$ cat config.mk
export PLATFORM = sky130hd
export DESIGN_NAME = mem_port_arbiter_flat
export DESIGN_NICKNAME = d
export VERILOG_FILES = /design/src/rtl/mem_port_arbiter_if.sv /design/src/rtl/mem_port_arbiter.sv /design/src/flat_wrapper.sv
export SDC_FILE = /design/constraint.sdc
export NUM_CORES = 1
export LEC_CHECK = 0
export ABC_CLOCK_PERIOD_IN_PS = 2800
export CORE_ASPECT_RATIO = 1.25
export CORE_MARGIN = 4
export CORE_UTILIZATION = 40
export CTS_CLUSTER_SIZE = 24
export DETAILED_ROUTE_END_ITERATION = 12
export GPL_ROUTABILITY_DRIVEN = 0
export PLACE_DENSITY = 0.78
export SKIP_LAST_GASP = 1
export SYNTH_ARGS = -nofsm -noshare
export SYNTH_HDL_FRONTEND = slang
export SYNTH_SLANG_ARGS = --single-unit
$ cat constraint.sdc
create_clock -name clk -period 2.8 [get_ports clk]
set_clock_uncertainty 0.15 [all_clocks]
set_input_delay 0.28 -clock clk [delete_from_list [all_inputs] [get_ports clk]]
set_output_delay 0.28 -clock clk [all_outputs]
set_load 0.01 [all_outputs]
$ cat src/rtl/mem_port_arbiter_if.sv
// rtl/mem_port_arbiter_if.sv - port bundle between the arbiter, the IF/MEM stages and the memory
interface mem_port_arbiter_if #(
  parameter int ADDR_W = 8,
  parameter int DATA_W = 32
);
  // IF stage
  logic              if_req;
  logic [ADDR_W-1:0] if_addr;
  logic [DATA_W-1:0] if_rdata;
  logic              if_ack;
  // MEM stage
  logic              d_req;
  logic              d_we;
  logic [ADDR_W-1:0] d_addr;
  logic [DATA_W-1:0] d_wdata;
  logic [DATA_W-1:0] d_rdata;
  logic              d_ack;
  // memory port
  logic              mem_en;
  logic              mem_we;
  logic [ADDR_W-1:0] mem_addr;
  logic [DATA_W-1:0] mem_wdata;
  logic [DATA_W-1:0] mem_rdata;
  // pipeline freeze
  logic              stall_if;
  logic              stall_mem;

  // arbiter side
  modport slave (
    input  if_req, if_addr, d_req, d_we, d_addr, d_wdata, mem_rdata,
    output if_rdata, if_ack, d_rdata, d_ack,
    output mem_en, mem_we, mem_addr, mem_wdata, stall_if, stall_mem
  );

  // pipeline stages and memory side
  modport master (
    output if_req, if_addr, d_req, d_we, d_addr, d_wdata, mem_rdata,
    input  if_rdata, if_ack, d_rdata, d_ack,
    input  mem_en, mem_we, mem_addr, mem_wdata, stall_if, stall_mem
  );
endinterface

$ cat src/rtl/mem_port_arbiter.sv
// rtl/mem_port_arbiter.sv - IF/MEM single-port memory arbiter with data priority and anti-starvation
module mem_port_arbiter #(
  parameter int ADDR_W     = 8,
  parameter int DATA_W     = 32,
  parameter int MEM_LAT    = 1,
  parameter int STARVE_MAX = 4
) (
  input  logic              clk,
  input  logic              reset,
  mem_port_arbiter_if.slave bus
);
  localparam int LAT_W = $clog2(MEM_LAT + 1);
  localparam int STV_W = $clog2(STARVE_MAX + 1);
  // lat_cnt value in the cycle mem_rdata is valid, and in the ack cycle
  localparam logic [LAT_W-1:0] LAT_CAP  = LAT_W'(MEM_LAT - 1);
  localparam logic [LAT_W-1:0] LAT_LAST = LAT_W'(MEM_LAT);
  localparam logic [STV_W-1:0] STV_MAX  = STV_W'(STARVE_MAX);

  typedef enum logic [1:0] {IDLE, ISSUE, WAIT} state_t;

  state_t            state;
  state_t            state_nx;
  logic [LAT_W-1:0]  lat_cnt;
  logic [STV_W-1:0]  starve_cnt;
  logic              owner_if;
  logic              grant;
  logic              grant_if;
  logic              capture;

  logic              mem_en_r;
  logic              mem_we_r;
  logic [ADDR_W-1:0] mem_addr_r;
  logic [DATA_W-1:0] mem_wdata_r;
  logic [DATA_W-1:0] if_rdata_r;
  logic [DATA_W-1:0] d_rdata_r;
  logic              if_ack_r;
  logic              d_ack_r;

  // state register
  always_ff @(posedge clk) begin
    if (reset) begin
      state <= IDLE;
    end else begin
      state <= state_nx;
    end
  end

  // next state, grant decision and capture strobe
  always_comb begin
    state_nx = state;
    grant    = 1'b0;
    grant_if = 1'b0;
    capture  = 1'b0;
    case (state)
      IDLE: begin
        if (bus.if_req || bus.d_req) begin
          grant    = 1'b1;
          // data wins unless IF has been passed over STARVE_MAX times
          grant_if = bus.if_req && ((starve_cnt == STV_MAX) || !bus.d_req);
          state_nx = ISSUE;
        end
      end
      ISSUE: begin
        state_nx = WAIT;
      end
      WAIT: begin
        capture = (lat_cnt == LAT_CAP);
        // stay through the ack cycle so the next grant sees the requester's next request
        if (lat_cnt == LAT_LAST) begin
          state_nx = IDLE;
        end
      end
      default: begin
        state_nx = IDLE;
      end
    endcase
  end

  // memory port, latency counter, starvation counter, read data and acks
  always_ff @(posedge clk) begin
    if (reset) begin
      lat_cnt     <= '0;
      starve_cnt  <= '0;
      owner_if    <= 1'b0;
      mem_en_r    <= 1'b0;
      mem_we_r    <= 1'b0;
      mem_addr_r  <= '0;
      mem_wdata_r <= '0;
      if_rdata_r  <= '0;
      d_rdata_r   <= '0;
      if_ack_r    <= 1'b0;
      d_ack_r     <= 1'b0;
    end else begin
      mem_en_r <= grant;
      if_ack_r <= capture && owner_if;
      d_ack_r  <= capture && !owner_if;
      lat_cnt  <= (state == WAIT) ? lat_cnt + LAT_W'(1) : '0;

      if (grant) begin
        owner_if    <= grant_if;
        mem_we_r    <= grant_if ? 1'b0 : bus.d_we;
        mem_addr_r  <= grant_if ? bus.if_addr : bus.d_addr;
        mem_wdata_r <= grant_if ? '0 : bus.d_wdata;
        if (grant_if) begin
          starve_cnt <= '0;
        end else if (bus.if_req && (starve_cnt != STV_MAX)) begin
          starve_cnt <= starve_cnt + STV_W'(1);
        end
      end

      if (capture && !mem_we_r) begin
        if (owner_if) begin
          if_rdata_r <= bus.mem_rdata;
        end else begin
          d_rdata_r <= bus.mem_rdata;
        end
      end
    end
  end

  assign bus.mem_en    = mem_en_r;
  assign bus.mem_we    = mem_we_r;
  assign bus.mem_addr  = mem_addr_r;
  assign bus.mem_wdata = mem_wdata_r;
  assign bus.if_rdata  = if_rdata_r;
  assign bus.d_rdata   = d_rdata_r;
  assign bus.if_ack    = if_ack_r;
  assign bus.d_ack     = d_ack_r;
  assign bus.stall_if  = bus.if_req & ~if_ack_r;
  assign bus.stall_mem = bus.d_req & ~d_ack_r;
endmodule

$ cat src/flat_wrapper.sv
// flat-port wrapper written by rule: the top's interface ports become plain ports
module mem_port_arbiter_flat 
#(
  parameter int ADDR_W     = 8,
  parameter int DATA_W     = 32,
  parameter int MEM_LAT    = 1,
  parameter int STARVE_MAX = 4
)
  (clk, reset, bus_if_req, bus_if_addr, bus_d_req, bus_d_we, bus_d_addr, bus_d_wdata, bus_mem_rdata, bus_if_rdata, bus_if_ack, bus_d_rdata, bus_d_ack, bus_mem_en, bus_mem_we, bus_mem_addr, bus_mem_wdata, bus_stall_if, bus_stall_mem);
  mem_port_arbiter_if #(.ADDR_W(ADDR_W), .DATA_W(DATA_W)) bus_i ();
  input  logic clk;
  input  logic reset;
  input wire logic [$bits(bus_i.if_req)-1:0] bus_if_req;
  input wire logic [$bits(bus_i.if_addr)-1:0] bus_if_addr;
  input wire logic [$bits(bus_i.d_req)-1:0] bus_d_req;
  input wire logic [$bits(bus_i.d_we)-1:0] bus_d_we;
  input wire logic [$bits(bus_i.d_addr)-1:0] bus_d_addr;
  input wire logic [$bits(bus_i.d_wdata)-1:0] bus_d_wdata;
  input wire logic [$bits(bus_i.mem_rdata)-1:0] bus_mem_rdata;
  output wire logic [$bits(bus_i.if_rdata)-1:0] bus_if_rdata;
  output wire logic [$bits(bus_i.if_ack)-1:0] bus_if_ack;
  output wire logic [$bits(bus_i.d_rdata)-1:0] bus_d_rdata;
  output wire logic [$bits(bus_i.d_ack)-1:0] bus_d_ack;
  output wire logic [$bits(bus_i.mem_en)-1:0] bus_mem_en;
  output wire logic [$bits(bus_i.mem_we)-1:0] bus_mem_we;
  output wire logic [$bits(bus_i.mem_addr)-1:0] bus_mem_addr;
  output wire logic [$bits(bus_i.mem_wdata)-1:0] bus_mem_wdata;
  output wire logic [$bits(bus_i.stall_if)-1:0] bus_stall_if;
  output wire logic [$bits(bus_i.stall_mem)-1:0] bus_stall_mem;
  assign bus_i.if_req = bus_if_req;
  assign bus_i.if_addr = bus_if_addr;
  assign bus_i.d_req = bus_d_req;
  assign bus_i.d_we = bus_d_we;
  assign bus_i.d_addr = bus_d_addr;
  assign bus_i.d_wdata = bus_d_wdata;
  assign bus_i.mem_rdata = bus_mem_rdata;
  assign bus_if_rdata = bus_i.if_rdata;
  assign bus_if_ack = bus_i.if_ack;
  assign bus_d_rdata = bus_i.d_rdata;
  assign bus_d_ack = bus_i.d_ack;
  assign bus_mem_en = bus_i.mem_en;
  assign bus_mem_we = bus_i.mem_we;
  assign bus_mem_addr = bus_i.mem_addr;
  assign bus_mem_wdata = bus_i.mem_wdata;
  assign bus_stall_if = bus_i.stall_if;
  assign bus_stall_mem = bus_i.stall_mem;
  mem_port_arbiter #(.ADDR_W(ADDR_W), .DATA_W(DATA_W), .MEM_LAT(MEM_LAT), .STARVE_MAX(STARVE_MAX)) u_core (.clk(clk), .reset(reset), .bus(bus_i));
endmodule
==> flow_summary.yaml <==
outcome:
  outcome: "complete, no violations"
clock_network:
  cts_resized: 0
  cts_setup_buffers: 0
  clock_latency_ns: 0.39
  clk_pin_slew_worst_paths_ns: 0.05
  htreeDepth: 4
  clock_sinks: 115
  numCtsBuffers: 17
  cts_max_path_buffers: 2
  cts_tree: "done"
  cts_root_buf: "clkbuf_16"
  hold_buffers: 0
cells_and_area:
  nets: 791
  stdcell_area_um2: 7093
  final_cells: 852
  final_layout_size_suffix_gt1_share_pct: 7.810
  fin_util_pct: 63.69
  n_fill_cell: 899
  regArea_um2: 2303
  diodes: 0
  multiInputGateArea_um2: 1934
  syn2layout_area_growth_pct: 54.93
sta:
  worst_slack_ns: 0.5318
  setup_viol: 0
  min_period_ns: 2.268
  final-max-slew-violation-count: 0
  tns_ns: 0
  slew-limit-headroom_pct: 49.37
  timing.fmax_mhz: 440.9
  hold_viol: 0
  hold_ws_ns: 0.2864
  worst_slew_pin_slew_ns: 0.7544
  grt_setup_unrepaired: "false"
  post-route-period-util_pct: 81.01
placed_design:
  place_area_um2: 6489
  dpl.hpwl_um: 9514
  dp_slack_ns: 0.5398
  placed_cells: 820
  port_buffers: 194
yosys:
  synthCells: 541
  synth-seq-area-share_pct: 50.29
  syn_nets: 628
  syn_avg_cell_area_um2: 8.462
  ys_ff_latch: 115
  synth.top_cell.area_share_pct: 50.29
  synth_area_leaders: "dfxtp_1, a21oi_1, nand3_1, o21ai_1, nand4_1"
  synth_area_leader_cell: "dfxtp_1"
  yosys.cell_types.count: 31
  synthesis.area_um2: 4578
  yosys_warnings: 0
global_route:
  gr-total-overflow: 0
  grt_max_degree: 67
  grtUsageTotal_pct: 21.06
  antenna_found_initial: 0
  grt_pass1_wl_um: 23230
  grt_pass1_vias: 4800
floorplanning:
  die_h_um: 127.6
  coreArea_um2: 11140
  start_util_pct: 41.11
  num_rows: 43
  dieWidth_um: 103.7
  ios: 195
  die_area_um2: 13230
route:
  vias: 4808
  via_per_inst: 5.643
  drtIter0Drc: 189
  drt_first_pass_iters: 4
  wl_um: 14180
  drc: 0
  ant_nets: 0
  wire_per_inst_um: 16.64
power_and_ir_drop:
  pwr-share-seq_pct: 38.3
  p_int_mw: 3.516
  p_clk_share_pct: 47.0
  total_power_mw: 4.631
  ir_worst_vdd_mv: 0.4167
  p_comb_share_pct: 14.7
  p_leak_nw: 2.395
  power.density_nw_per_um2: 652.9
  switchingPower_mw: 1.115
  p_sw_share_pct: 24.07
worst_hold_path:
  min-delay-start: "reset"
  hold_class: "in -> reg"
worst_setup_path:
  reg2reg_from: "u_core.state[1]"
  crit_type: "in -> out"
  cp.arrival_ns: 1.84
  end_kind: "output pin"
  start_kind: "input port"
  critical_path_required_ns: 2.37
  ff2ff_setup_slack_ns: 0.76
  critPathMaxFanout: 9
  crit_path_start: "bus_d_req"
run:
  drv_cap: 0
power by group through the flow:
stage / clock, mW / combinational [mW] / sequential (mW)
2_1_floorplan: 0 / 0.307 / 1.83
3_3_place_gp: 0 / 0.668 / 1.80
3_5_place_dp: 0 / 0.681 / 1.81
4_1_cts: 2.22 / 0.685 / 1.77
5_1_grt: 2.29 / 0.740 / 1.78
6_report: 2.18 / 0.683 / 1.77
state kept, by name (all words and copies together), names as in the netlist:
name                  count
u_core.bus.mem_addr       8
u_core.starve_cnt         3
u_core.bus.if_rdata      32
u_core.lat_cnt            1
u_core.bus.d_ack          1
u_core.owner_if           1
u_core.bus.if_ack         1
u_core.bus.mem_en         1
u_core.bus.mem_wdata     32
u_core.bus.mem_we         1
u_core.bus.d_rdata       32
u_core.state              2
cell families after synthesis:
| kind of cell | count (synthesis) | synth area share (%) |
|---|---|---|
| AO/OA/AOI/OAI | 218 | 25.53 |
| AND/OR/NAND/NOR | 130 | 15.77 |
| flip-flops | 115 | 50.29 |
| buffers and inverters | 75 | 7.652 |
| adder cells (fa/ha/maj) | 2 | 0.5465 |
| multiplexers | 1 | 0.2186 |
metal layers:
| layer | vias to the layer above | routed length [um] | global-route usage, % |
|---|---|---|---|
| li1 | 2305 | - | - |
| met1 | 2260 | 5672 | 24.75 |
| met2 | 215 | 6970 | 34.98 |
| met3 | 28 | 1301 | 8.540 |
| met4 | 0 | 235 | 7.433 |
| met5 | - | 0 | 0 |
area by class of cell:
| cell class | instances | share of cell area [%] |
|---|---|---|
| Timing Repair Buffer | 207 | 28.72 |
| Sequential cell | 115 | 32.47 |
| Inverter | 12 | 0.6350 |
| Tap cell | 135 | 2.381 |
| Clock buffer | 22 | 6.685 |
| Clock inverter | 10 | 1.835 |
| Multi-Input combinational cell | 351 | 27.27 |
cell usage in the layout (no fill, tap or decap), types with 2 or more instances in the layout:
master           synthesis  layout
clkdlybuf4s50_1          0     193
dfxtp_1                115     114
a21oi_1                101     101
nand3_1                 65      65
o21ai_1                 57      57
o21ai_0                 39      39
nand4_1                 35      35
clkbuf_16                0      17
buf_4                    0      14
inv_1                   11      10
o32ai_1                  8       8
a221oi_1                 8       8
nor2_1                   7       6
nand2b_1                 6       6
clkinv_2                 0       5
o21ai_2                  4       4
nand2_1                  3       3
bufinv_16                0       3
clkbuf_8                 0       3
or2_2                    2       2
or2b_1                   2       2
and2_1                   2       2
ha_1                     2       2
clkinvlp_4               0       2
clkbuf_1                42       2
Yosys cell counts:
cell	n
a21oi_1	101
or4b_1	1
dfxtp_1	115
or2b_1	2
and2_1	2
a221oi_1	8
nor4b_1	2
nand2_1	3
nor3b_1	1
a21boi_0	1
buf_2	7
or2_2	2
nand3_1	65
clkbuf_1	42
buf_1	6
inv_1	11
nand4_1	35
mux2i_1	1
o21ai_0	39
o32ai_1	8
or3_1	1
nor2_1	7
ha_1	2
o21ai_2	4
or3b_2	1
clkinv_1	1
and3_1	1
o21ai_1	57
nor2b_1	1
buf_6	8
nand2b_1	6
worst max-delay path, stage by stage:
cell and delay [ns]:
clkdlybuf4s50_1 0.58, clkinv_1 0.27, nor2_1 0.15, clkdlybuf4s50_1 0.56
path summary, 6_finish.rpt:
check	endpoint	depth (start not counted)
setup / recovery	bus_stall_mem	4
hold / removal	u_core.bus.if_rdata[22]	2
setup reg to reg	u_core.bus.if_rdata[19]	4
hold reg to reg	u_core.bus.if_rdata[9]	2
Power figures use the tool's default switching activity.
